$ cat src/rtl/operand_seq_pkg.sv
// Shared definitions for the operand sequencer: operand width, FSM encodings
// and the signed-overflow helper used when OPERAND_OVERFLOW_EN is defined.
package operand_seq_pkg;

  localparam int unsigned OPERAND_W = 4;
  localparam int unsigned SUM_W     = OPERAND_W + 1;

  typedef enum logic [1:0] {
    S_LOAD_A = 2'd0,
    S_LOAD_B = 2'd1,
    S_CALC   = 2'd2,
    S_DONE   = 2'd3
  } seq_state_e;

  // Two operands of equal sign whose result sign differs.
  function automatic logic signed_ovf(
    input logic [OPERAND_W-1:0] op_a,
    input logic [OPERAND_W-1:0] op_b,
    input logic [SUM_W-1:0]     sum_v
  );
    return (op_a[OPERAND_W-1] == op_b[OPERAND_W-1]) &&
           (sum_v[OPERAND_W-1] != op_a[OPERAND_W-1]);
  endfunction

endpackage

$ cat src/rtl/operand_sequencer_load_debounce.sv
// Pushbutton conditioning: 2-flop synchronizer, debounce counter and rising-edge press pulse.
// A button held through reset is locked out until it has read released for a full window.
module load_debounce #(
  parameter int unsigned DEBOUNCE_CYCLES = 16
) (
  input  logic clock,
  input  logic reset,
  input  logic raw,
  output logic press
);

  localparam logic [15:0] CNT_LAST    = 16'(DEBOUNCE_CYCLES - 1);
  // Two extra cycles cover the synchronizer refilling after reset.
  localparam logic [16:0] SETTLE_LAST = 17'(DEBOUNCE_CYCLES + 1);

  logic        sync1_q, sync2_q;
  logic        level_q, level_d;
  logic [15:0] cnt_q, cnt_d;
  logic        blocked_q, blocked_d;
  logic [16:0] settle_q, settle_d;
  logic        press_q, press_d;

  // Debounce counter, level acceptance and post-reset lockout next-state logic.
  always_comb begin
    level_d   = level_q;
    cnt_d     = 16'd0;
    blocked_d = blocked_q;
    settle_d  = 17'd0;
    press_d   = 1'b0;

    if (sync2_q != level_q) begin
      if (cnt_q == CNT_LAST) begin
        level_d = sync2_q;
        press_d = sync2_q & ~blocked_q;
      end else begin
        cnt_d = cnt_q + 16'd1;
      end
    end else begin
      cnt_d = 16'd0;
    end

    if (blocked_q) begin
      if (sync2_q) begin
        settle_d = 17'd0;
      end else if (settle_q == SETTLE_LAST) begin
        blocked_d = 1'b0;
        settle_d  = 17'd0;
      end else begin
        settle_d = settle_q + 17'd1;
      end
    end else begin
      settle_d = 17'd0;
    end
  end

  // Synchronizer and debounce state registers.
  always_ff @(posedge clock) begin
    if (reset) begin
      sync1_q   <= 1'b0;
      sync2_q   <= 1'b0;
      level_q   <= 1'b0;
      cnt_q     <= 16'd0;
      blocked_q <= 1'b1;
      settle_q  <= 17'd0;
      press_q   <= 1'b0;
    end else begin
      sync1_q   <= raw;
      sync2_q   <= sync1_q;
      level_q   <= level_d;
      cnt_q     <= cnt_d;
      blocked_q <= blocked_d;
      settle_q  <= settle_d;
      press_q   <= press_d;
    end
  end

  assign press = press_q;

endmodule

$ cat src/rtl/operand_sequencer.sv
// Steps a debounced pushbutton through loading A, loading B/cin and capturing the external
// adder's sum. Define OPERAND_OVERFLOW_EN to register a signed-overflow flag alongside result.
module operand_sequencer
  import operand_seq_pkg::*;
#(
  parameter int unsigned DEBOUNCE_CYCLES = 16
) (
  input  logic                 CLOCK_50,
  input  logic                 reset,
  input  logic [OPERAND_W-1:0] sw_data,
  input  logic                 sw_cin,
  input  logic                 load,
  input  logic [SUM_W-1:0]     sum,
  output logic [OPERAND_W-1:0] a,
  output logic [OPERAND_W-1:0] b,
  output logic                 cin,
  output logic [SUM_W-1:0]     result,
  output logic                 result_valid,
  output logic [1:0]           state,
  output logic                 overflow
);

  logic                 press_s;
  seq_state_e           state_q, state_d;
  logic [OPERAND_W-1:0] a_q, a_d, b_q, b_d;
  logic                 cin_q, cin_d;
  logic [SUM_W-1:0]     result_q, result_d;
  logic                 valid_q, valid_d;

  load_debounce #(
    .DEBOUNCE_CYCLES(DEBOUNCE_CYCLES)
  ) u_debounce (
    .clock(CLOCK_50),
    .reset(reset),
    .raw  (load),
    .press(press_s)
  );

  // Sequencer next-state and operand/result capture.
  always_comb begin
    state_d  = state_q;
    a_d      = a_q;
    b_d      = b_q;
    cin_d    = cin_q;
    result_d = result_q;
    valid_d  = valid_q;

    case (state_q)
      S_LOAD_A: begin
        if (press_s) begin
          a_d     = sw_data;
          state_d = S_LOAD_B;
        end else begin
          state_d = S_LOAD_A;
        end
      end
      S_LOAD_B: begin
        if (press_s) begin
          b_d     = sw_data;
          cin_d   = sw_cin;
          state_d = S_CALC;
        end else begin
          state_d = S_LOAD_B;
        end
      end
      S_CALC: begin
        result_d = sum;
        valid_d  = 1'b1;
        state_d  = S_DONE;
      end
      S_DONE: begin
        if (press_s) begin
          a_d     = sw_data;
          valid_d = 1'b0;
          state_d = S_LOAD_B;
        end else begin
          state_d = S_DONE;
        end
      end
      default: begin
        state_d = S_LOAD_A;
      end
    endcase
  end

  // Sequencer state and output registers.
  always_ff @(posedge CLOCK_50) begin
    if (reset) begin
      state_q  <= S_LOAD_A;
      a_q      <= 4'd0;
      b_q      <= 4'd0;
      cin_q    <= 1'b0;
      result_q <= 5'd0;
      valid_q  <= 1'b0;
    end else begin
      state_q  <= state_d;
      a_q      <= a_d;
      b_q      <= b_d;
      cin_q    <= cin_d;
      result_q <= result_d;
      valid_q  <= valid_d;
    end
  end

`ifdef OPERAND_OVERFLOW_EN
  logic ovf_q, ovf_d;

  // Overflow follows result_valid: set in S_CALC, cleared by the next A press.
  always_comb begin
    ovf_d = ovf_q;
    if (state_q == S_CALC) begin
      ovf_d = signed_ovf(a_q, b_q, sum);
    end else if ((state_q == S_DONE) && press_s) begin
      ovf_d = 1'b0;
    end else begin
      ovf_d = ovf_q;
    end
  end

  // Overflow flag register.
  always_ff @(posedge CLOCK_50) begin
    if (reset) begin
      ovf_q <= 1'b0;
    end else begin
      ovf_q <= ovf_d;
    end
  end

  assign overflow = ovf_q;
`else
  assign overflow = 1'b0;
`endif

  assign a            = a_q;
  assign b            = b_q;
  assign cin          = cin_q;
  assign result       = result_q;
  assign result_valid = valid_q;
  assign state        = state_q;

endmodule

$ cat config.mk
export PLATFORM = sky130hd
export DESIGN_NAME = operand_sequencer
export DESIGN_NICKNAME = d
export VERILOG_FILES = /design/src/rtl/operand_seq_pkg.sv /design/src/rtl/operand_sequencer_load_debounce.sv /design/src/rtl/operand_sequencer.sv
export SDC_FILE = /design/constraint.sdc
export NUM_CORES = 1
export LEC_CHECK = 0
export CAP_MARGIN = 10
export CORE_ASPECT_RATIO = 0.75
export CORE_MARGIN = 2
export CORE_UTILIZATION = 49
export DETAILED_ROUTE_END_ITERATION = 10
export PLACE_DENSITY = 0.76
export SLEW_MARGIN = 20
export SYNTH_ARGS = -nofsm -noshare
export SYNTH_HDL_FRONTEND = slang
export SYNTH_SLANG_ARGS = --single-unit
$ cat constraint.sdc
create_clock -name CLOCK_50 -period 1.71 [get_ports CLOCK_50]
set_input_delay 0.171 -clock CLOCK_50 [delete_from_list [all_inputs] [get_ports CLOCK_50]]
set_output_delay 0.171 -clock CLOCK_50 [all_outputs]
set_load 0.02 [all_outputs]
==> metrics.yaml, run 1 <==
worst_setup_path:
  cp-start-kind: "flip-flop"
  crit_path_max_fanout: 6
  end_kind: "flip-flop"
  slowest_delay_ps: 480
  cp_cell_sequence: "nand4_4 > or3_4 > or3_1 > a21oi_1"
  path_class: "flip-flop to flip-flop"
  cp_num_buf_inv: 0
  crit_family: "simple AND/OR/NAND/NOR gates"
  cpMaxStageDelayCell: "dfxtp_1"
  cp.required_ps: 1950
  critPathArrivalTime_ps: 1870
sta:
  hold_ws_ps: 419
  setup_viol: 0
  post-route-min-period_ps: 1630
  slew-limit-headroom: 0.644
  fmax_mhz: 613
  period_share: 0.954
  fin_skew_ps: 10.2
  finalMaxSlewViolations: 0
  hold_viol: 0
  tightest_slew_ps: 521
pwr:
  p_switching_uw: 450
  p_seq_frac: 0.600
  power.density_nw_per_um2: 760
  p_comb_frac: 0.044
  p_int_mw: 1.71
  ir_worst_vdd_v: 0.000505
  clock_power_share: 0.356
  switching_share: 0.208
  power_leakage_nw: 0.965
cts:
  clkSinkCount: 55
  cts_setup_buffers: 0
  clockBufferDepth: 2
  cts_root_buf: "clkbuf_8"
  cts_buffers: 5
  htree_levels: 2
  postCtsHoldBufs: 0
  tritoncts: "built"
  insertion_delay_ps: 300
  cts.clk_slew.worst_paths_ps: 90
finish:
  fillerInstances: 410
  antenna_cells: 0
  synthToLayoutAreaGrowth_pct: 22.4
  layout.nets: 316
  layout-drive-gt1-share: 0.0842
  design_area_um2: 2840
  layout_common_cells: "dfxtp_1, nor2_1, clkdlybuf4s50_1, xnor2_1, nand3_1"
  final_common_cell: "dfxtp_1"
yosys:
  synth_cell_types: 31
  yosysTopAreaCell: "dfxtp_1"
  syn_nets: 278
  yosysSeqAreaShare: 0.474
  ys_seq_elements: 55
  synth_area_leaders: "dfxtp_1, xnor2_1, nor2_1, mux2i_1, ha_1"
  synth.yosys.warnings: 0
  syn_avg_cell_area_um2: 9.00
  mappedNetlistArea_um2: 2320
  yosys.area.top_type_share: 0.474
  synth_cells: 258
min_path:
  hold_class: "primary input to flip-flop"
floorplanning:
  fp.coreArea_um2: 4520
  dieWidth_um: 83.5
  num_io_pins: 31
  num_rows: 21
  die_height_um: 63.6
  start_util: 0.514
  dieArea_um2: 5310
place:
  gp_congestion: 0.815
  placed_area_um2: 2720
  port-buffer-count: 29
  hpwl_um: 3190
grt:
  grt_max_degree: 18
  overflow: 0
  grt_usage: 0.179
  grt_pass1_vias: 1827
  antenna_found_initial: 0
  grt_pass1_wl_um: 7860
job:
  cap_viol_max_count: 0
routing:
  wire_per_inst_um: 12.8
  detail-route-antenna-nets: 0
  drc_errors: 0
  detail_route.vias_per_cell: 5.29
  drtIter0Drc: 73
  dr.pass1.iters: 4
  finalWirelength_um: 4520
  num_vias: 1874
run_status:
  outcome: "complete, no violations"
==> logic make-up (layout without fill, tap and decap cells) <==
kind of cell / after synthesis / in the layout / synth area share
simple gates: 123 / 123 / 0.267
flops: 55 / 55 / 0.474
xor+xnor: 27 / 27 / 0.102
buf+inv: 18 / 57 / 0.0323
compound gates: 17 / 17 / 0.0420
mux: 10 / 10 / 0.0431
fa+ha+maj: 7 / 7 / 0.0377
other cells: 1 / 1 / 0.00162
==> sequential cells by signal (all words and copies together) (netlist names) <==
signal,flops
u_debounce.settle_q,17
u_debounce.cnt_q,16
result,5
a,4
b,4
state,2
cin,1
result_valid,1
u_debounce.blocked_q,1
u_debounce.level_q,1
u_debounce.press,1
u_debounce.sync1_q,1
u_debounce.sync2_q,1
==> metrics by stage <==
| step | power [mW] | utilization | TNS, ps | setup WS, ps | instances |
|---|---|---|---|---|---|
| global route | 2.24 | 0.629 | -2.55 | -1.34 | 354 |
| CTS | 2.18 | 0.625 | 0 | 45.6 | 354 |
| detailed placement | 1.42 | 0.603 | 0 | 74.1 | 346 |
| global placement | 1.42 | 0.603 | 0 | 123 | 346 |
| finish | 2.16 | 0.629 | 0 | 78.7 | 354 |
| floorplan | 1.36 | - | 0 | 29.5 | 258 |
==> repair_timing <==
item / CTS / global route
resized for setup: 0 / 4
hold endpoints to repair: 0 / 0
setup endpoints to repair: 0 / 31
==> cell usage after synthesis <==
| cell | number |
|---|---|
| dfxtp_1 | 55 |
| nor2_1 | 46 |
| xnor2_1 | 20 |
| nand3_1 | 16 |
| nand2_1 | 15 |
| nor4_1 | 13 |
| nand4_1 | 11 |
| a21oi_1 | 10 |
| mux2i_1 | 10 |
| inv_1 | 9 |
| ha_1 | 7 |
| nor3_1 | 7 |
| xor2_1 | 7 |
| clkbuf_1 | 5 |
| nand2b_1 | 3 |
| nor2b_1 | 3 |
| o21ai_0 | 3 |
| a211oi_1 | 2 |
| buf_2 | 2 |
| nor4b_1 | 2 |
| or3_1 | 2 |
| a2111oi_0 | 1 |
| a31o_2 | 1 |
| and3_1 | 1 |
| and4_2 | 1 |
| buf_4 | 1 |
| clkbuf_2 | 1 |
| conb_1 | 1 |
| nand4_4 | 1 |
| nand4b_1 | 1 |
| or3_4 | 1 |
==> final timing paths <==
path | start | end | slack [ps] | cells past startpoint
worst max-delay path | u_debounce.settle_q[5] | u_debounce.settle_q[16] | 80 | 4
worst min-delay path | load | u_debounce.sync1_q | 420 | 2
worst max register to register | u_debounce.settle_q[5] | u_debounce.settle_q[16] | 80 | 4
worst min register to register | u_debounce.sync1_q | u_debounce.sync2_q | 440 | 1
==> power by group through the flow <==
stage	clock network, mW	logic (mW)	registers [mW]
3_5_place_dp	0	0.0924	1.33
6_report	0.768	0.0952	1.30
3_3_place_gp	0	0.0917	1.32
2_1_floorplan	0	0.0381	1.33
5_1_grt	0.837	0.105	1.30
4_1_cts	0.789	0.0927	1.30
==> metal layers <==
| layer | track usage | routed length, µm | vias up |
|---|---|---|---|
| li1 | - | - | 961 |
| met1 | 0.249 | 2390 | 880 |
| met2 | 0.271 | 1970 | 29 |
| met3 | 0.0419 | 127 | 4 |
| met4 | 0.0665 | 36 | 0 |
| met5 | 0 | 0 | - |
==> final cells by class <==
| class | count | area, µm² | area share |
|---|---|---|---|
| multi-input cells | 185 | 1160 | 0.407 |
| clock buffers | 8 | 100 | 0.0352 |
| flip-flops and latches | 55 | 1100 | 0.388 |
| repair buffers | 40 | 377 | 0.133 |
| well taps | 57 | 71.3 | 0.0251 |
| inverters | 9 | 33.8 | 0.0119 |
Power figures use the tool's default switching activity.
==> run 2: changes to the inputs <==
--- a/config.mk
+++ b/config.mk
@@ -10,7 +10,8 @@
 export CORE_MARGIN = 2
 export CORE_UTILIZATION = 49
 export DETAILED_ROUTE_END_ITERATION = 10
-export PLACE_DENSITY = 0.76
+export PLACE_DENSITY_LB_ADDON = 0.1
+export REMOVE_ABC_BUFFERS = 1
 export SLEW_MARGIN = 20
 export SYNTH_ARGS = -nofsm -noshare
 export SYNTH_HDL_FRONTEND = slang
==> metrics.yaml, run 2 (synthesized netlist as in run 1, its figures left out) <==
run_status:
  outcome: "complete, no violations"
grt:
  grt_max_degree: 19  # +1
  antenna_found_initial: 0  # unchanged
  grt_pass1_wl_um: 7700  # -2.0%
  grt_pass1_vias: 1695  # -7.2%
  grt_usage: 0.180  # +0.000888
  overflow: 0  # unchanged
finish:
  final_util: 0.632  # +0.00332
  layout_common_cells: "dfxtp_1, nor2_1, clkdlybuf4s50_1, xnor2_1, nand3_1"
  largest_reg_flops: 17  # unchanged
  layout-drive-gt1-share: 0.0748  # -0.00935
  antenna_cells: 0  # unchanged
  final_common_cell: "dfxtp_1"
  synthToLayoutAreaGrowth_pct: 23.1
  top_register: "u_debounce.settle_q"
  layout.nets: 313  # -0.95%
pwr:
  total_power_mw: 2.43  # +12%
  ir_worst_vdd_v: 0.000575  # +14%
  power.density_nw_per_um2: 850  # +12%
  power_leakage_nw: 0.967  # +0.18%
worst_setup_path:
  path_class: "flip-flop to flip-flop"
  reg2reg_from: "u_debounce.settle_q[4]"
  r2r_cells: 4  # unchanged
  slowest_delay_ps: 450  # -30 ps
  end_kind: "flip-flop"
  cpMaxStageDelayCell: "dfxtp_1"
  cp_cell_sequence: "nand4_4 > or3_4 > or3_1 > a21oi_1"
  r2r_end: "u_debounce.settle_q[16]"
  ff2ff_setup_slack_ps: 120  # +40 ps
  cp.required_ps: 1960  # about the same
  crit_path_max_fanout: 6  # unchanged
  critPathArrivalTime_ps: 1840  # -30 ps
  cp-start-kind: "flip-flop"
cts:
  postCtsHoldBufs: 0  # unchanged
  clockBufferDepth: 2  # unchanged
  cts_root_buf: "clkbuf_8"
  htree_levels: 2  # unchanged
  cts.clk_slew.worst_paths_ps: 100  # about the same
  clkSinkCount: 55  # unchanged
  tritoncts: "built"
  insertion_delay_ps: 320  # +20 ps
  cts_buffers: 5  # unchanged
routing:
  dr.pass1.iters: 4  # unchanged
  drtIter0Drc: 110  # +51%
  drc_errors: 0  # unchanged
  detail_route.vias_per_cell: 5.28  # -0.33%
  wire_per_inst_um: 12.5  # -1.9%
  detail-route-antenna-nets: 0  # unchanged
  finalWirelength_um: 4400  # -2.7%
  num_vias: 1852  # -1.2%
sta:
  period_share: 0.930  # -0.0240
  finalMaxSlewViolations: 0  # unchanged
  post-route-min-period_ps: 1590  # -41.0 ps
  setup_viol: 0  # unchanged
  fin_skew_ps: 10.6  # +0.364 ps
  fmax_mhz: 629  # +2.6%
  fin_ws_ps: 120  # +41.0 ps
  tns_ps: 0  # unchanged
  hold_viol: 0  # unchanged
  hold_ws_ps: 403  # -16.2 ps
  rsz0062_at_grt: "no"
place:
  pre_cts_slack_ps: 116  # +41.6 ps
  hpwl_um: 3080  # -3.6%
  gp_congestion: 0.824  # +1.1%
  port-buffer-count: 29  # unchanged
floorplanning:
  dieWidth_um: 83.5  # unchanged
  start_util: 0.514  # unchanged
  die_height_um: 63.6  # unchanged
  num_io_pins: 31  # unchanged
  num_rows: 21  # unchanged
  fp.coreArea_um2: 4520  # unchanged
  dieArea_um2: 5310  # unchanged
min_path:
  hold_class: "primary input to flip-flop"
  worstHoldPathCells: 2  # unchanged
  min_from: "load"
  whs_endpoint: "u_debounce.sync1_q"
job:
  cap_viol_max_count: 0  # unchanged
==> run 2: changes by cell type in the layout (fill, tap and decap cells not counted), sizes merged <==
cell and change:
buf -3, clkbuf -3, bufinv +2, inv +1
==> run 2: report_power, final <==
| group | total (mW) | internal [mW] | switching (mW) |
|---|---|---|---|
| Sequential | 1.30 | 1.29 | 0.00770 |
| Clock | 1.04 | 0.594 | 0.443 |
| Combinational | 0.0945 | 0.0509 | 0.0435 |
==> run 2: repair_timing <==
item | CTS | global route
setup endpoints to repair | 0 | 1
buffers inserted | 0 | 0
gates resized for setup | 0 | 2
==> run 2: area by class of cell <==
type / instances / area (µm²)
Clock buffer: 5 / 68.8
Clock inverter: 3 / 71.3
Fill cell: 399 / 1660
Inverter: 9 / 33.8
Multi-Input combinational cell: 185 / 1140
Sequential cell: 55 / 1100
Tap cell: 57 / 71.3
Timing Repair Buffer: 37 / 363
==> run 2: worst max-delay path: cells and delay by family, from the launching register on <==
family,cells,cell delay (ps)
AOI/OAI and AO/OA,1,140
and+or+nand+nor,3,940
DFF,1,450
==> run 2: metrics by stage <==
| step | std cells | area (µm²) |
|---|---|---|
| 2_1_floorplan | 249 | 2280 |
| 3_3_place_gp | 343 | 2710 |
| 3_5_place_dp | 343 | 2710 |
| 4_1_cts | 351 | 2850 |
| 5_1_grt | 351 | 2860 |
| 6_report | 351 | 2860 |
==> run 2: worst max-delay path by stage <==
stage / startpoint / end / slack [ps]
6_report: u_debounce.settle_q[4] / u_debounce.settle_q[16] / 120
5_1_grt: u_debounce.cnt_q[0] / u_debounce.cnt_q[9] / 1
4_1_cts: u_debounce.settle_q[3] / u_debounce.settle_q[16] / 80
3_5_place_dp: u_debounce.settle_q[3] / u_debounce.settle_q[16] / 120
3_3_place_gp: u_debounce.settle_q[3] / u_debounce.settle_q[16] / 130
2_1_floorplan: u_debounce.settle_q[0] / u_debounce.settle_q[16] / 20
==> run 2: per-layer routing <==
layer  track usage  part of all wire  up-vias
met5             0                 0        -
met4        0.0766             0.021        0
met3        0.0498             0.043       11
met2         0.252              0.42       40
met1         0.258              0.52      846
li1              -                 -      955
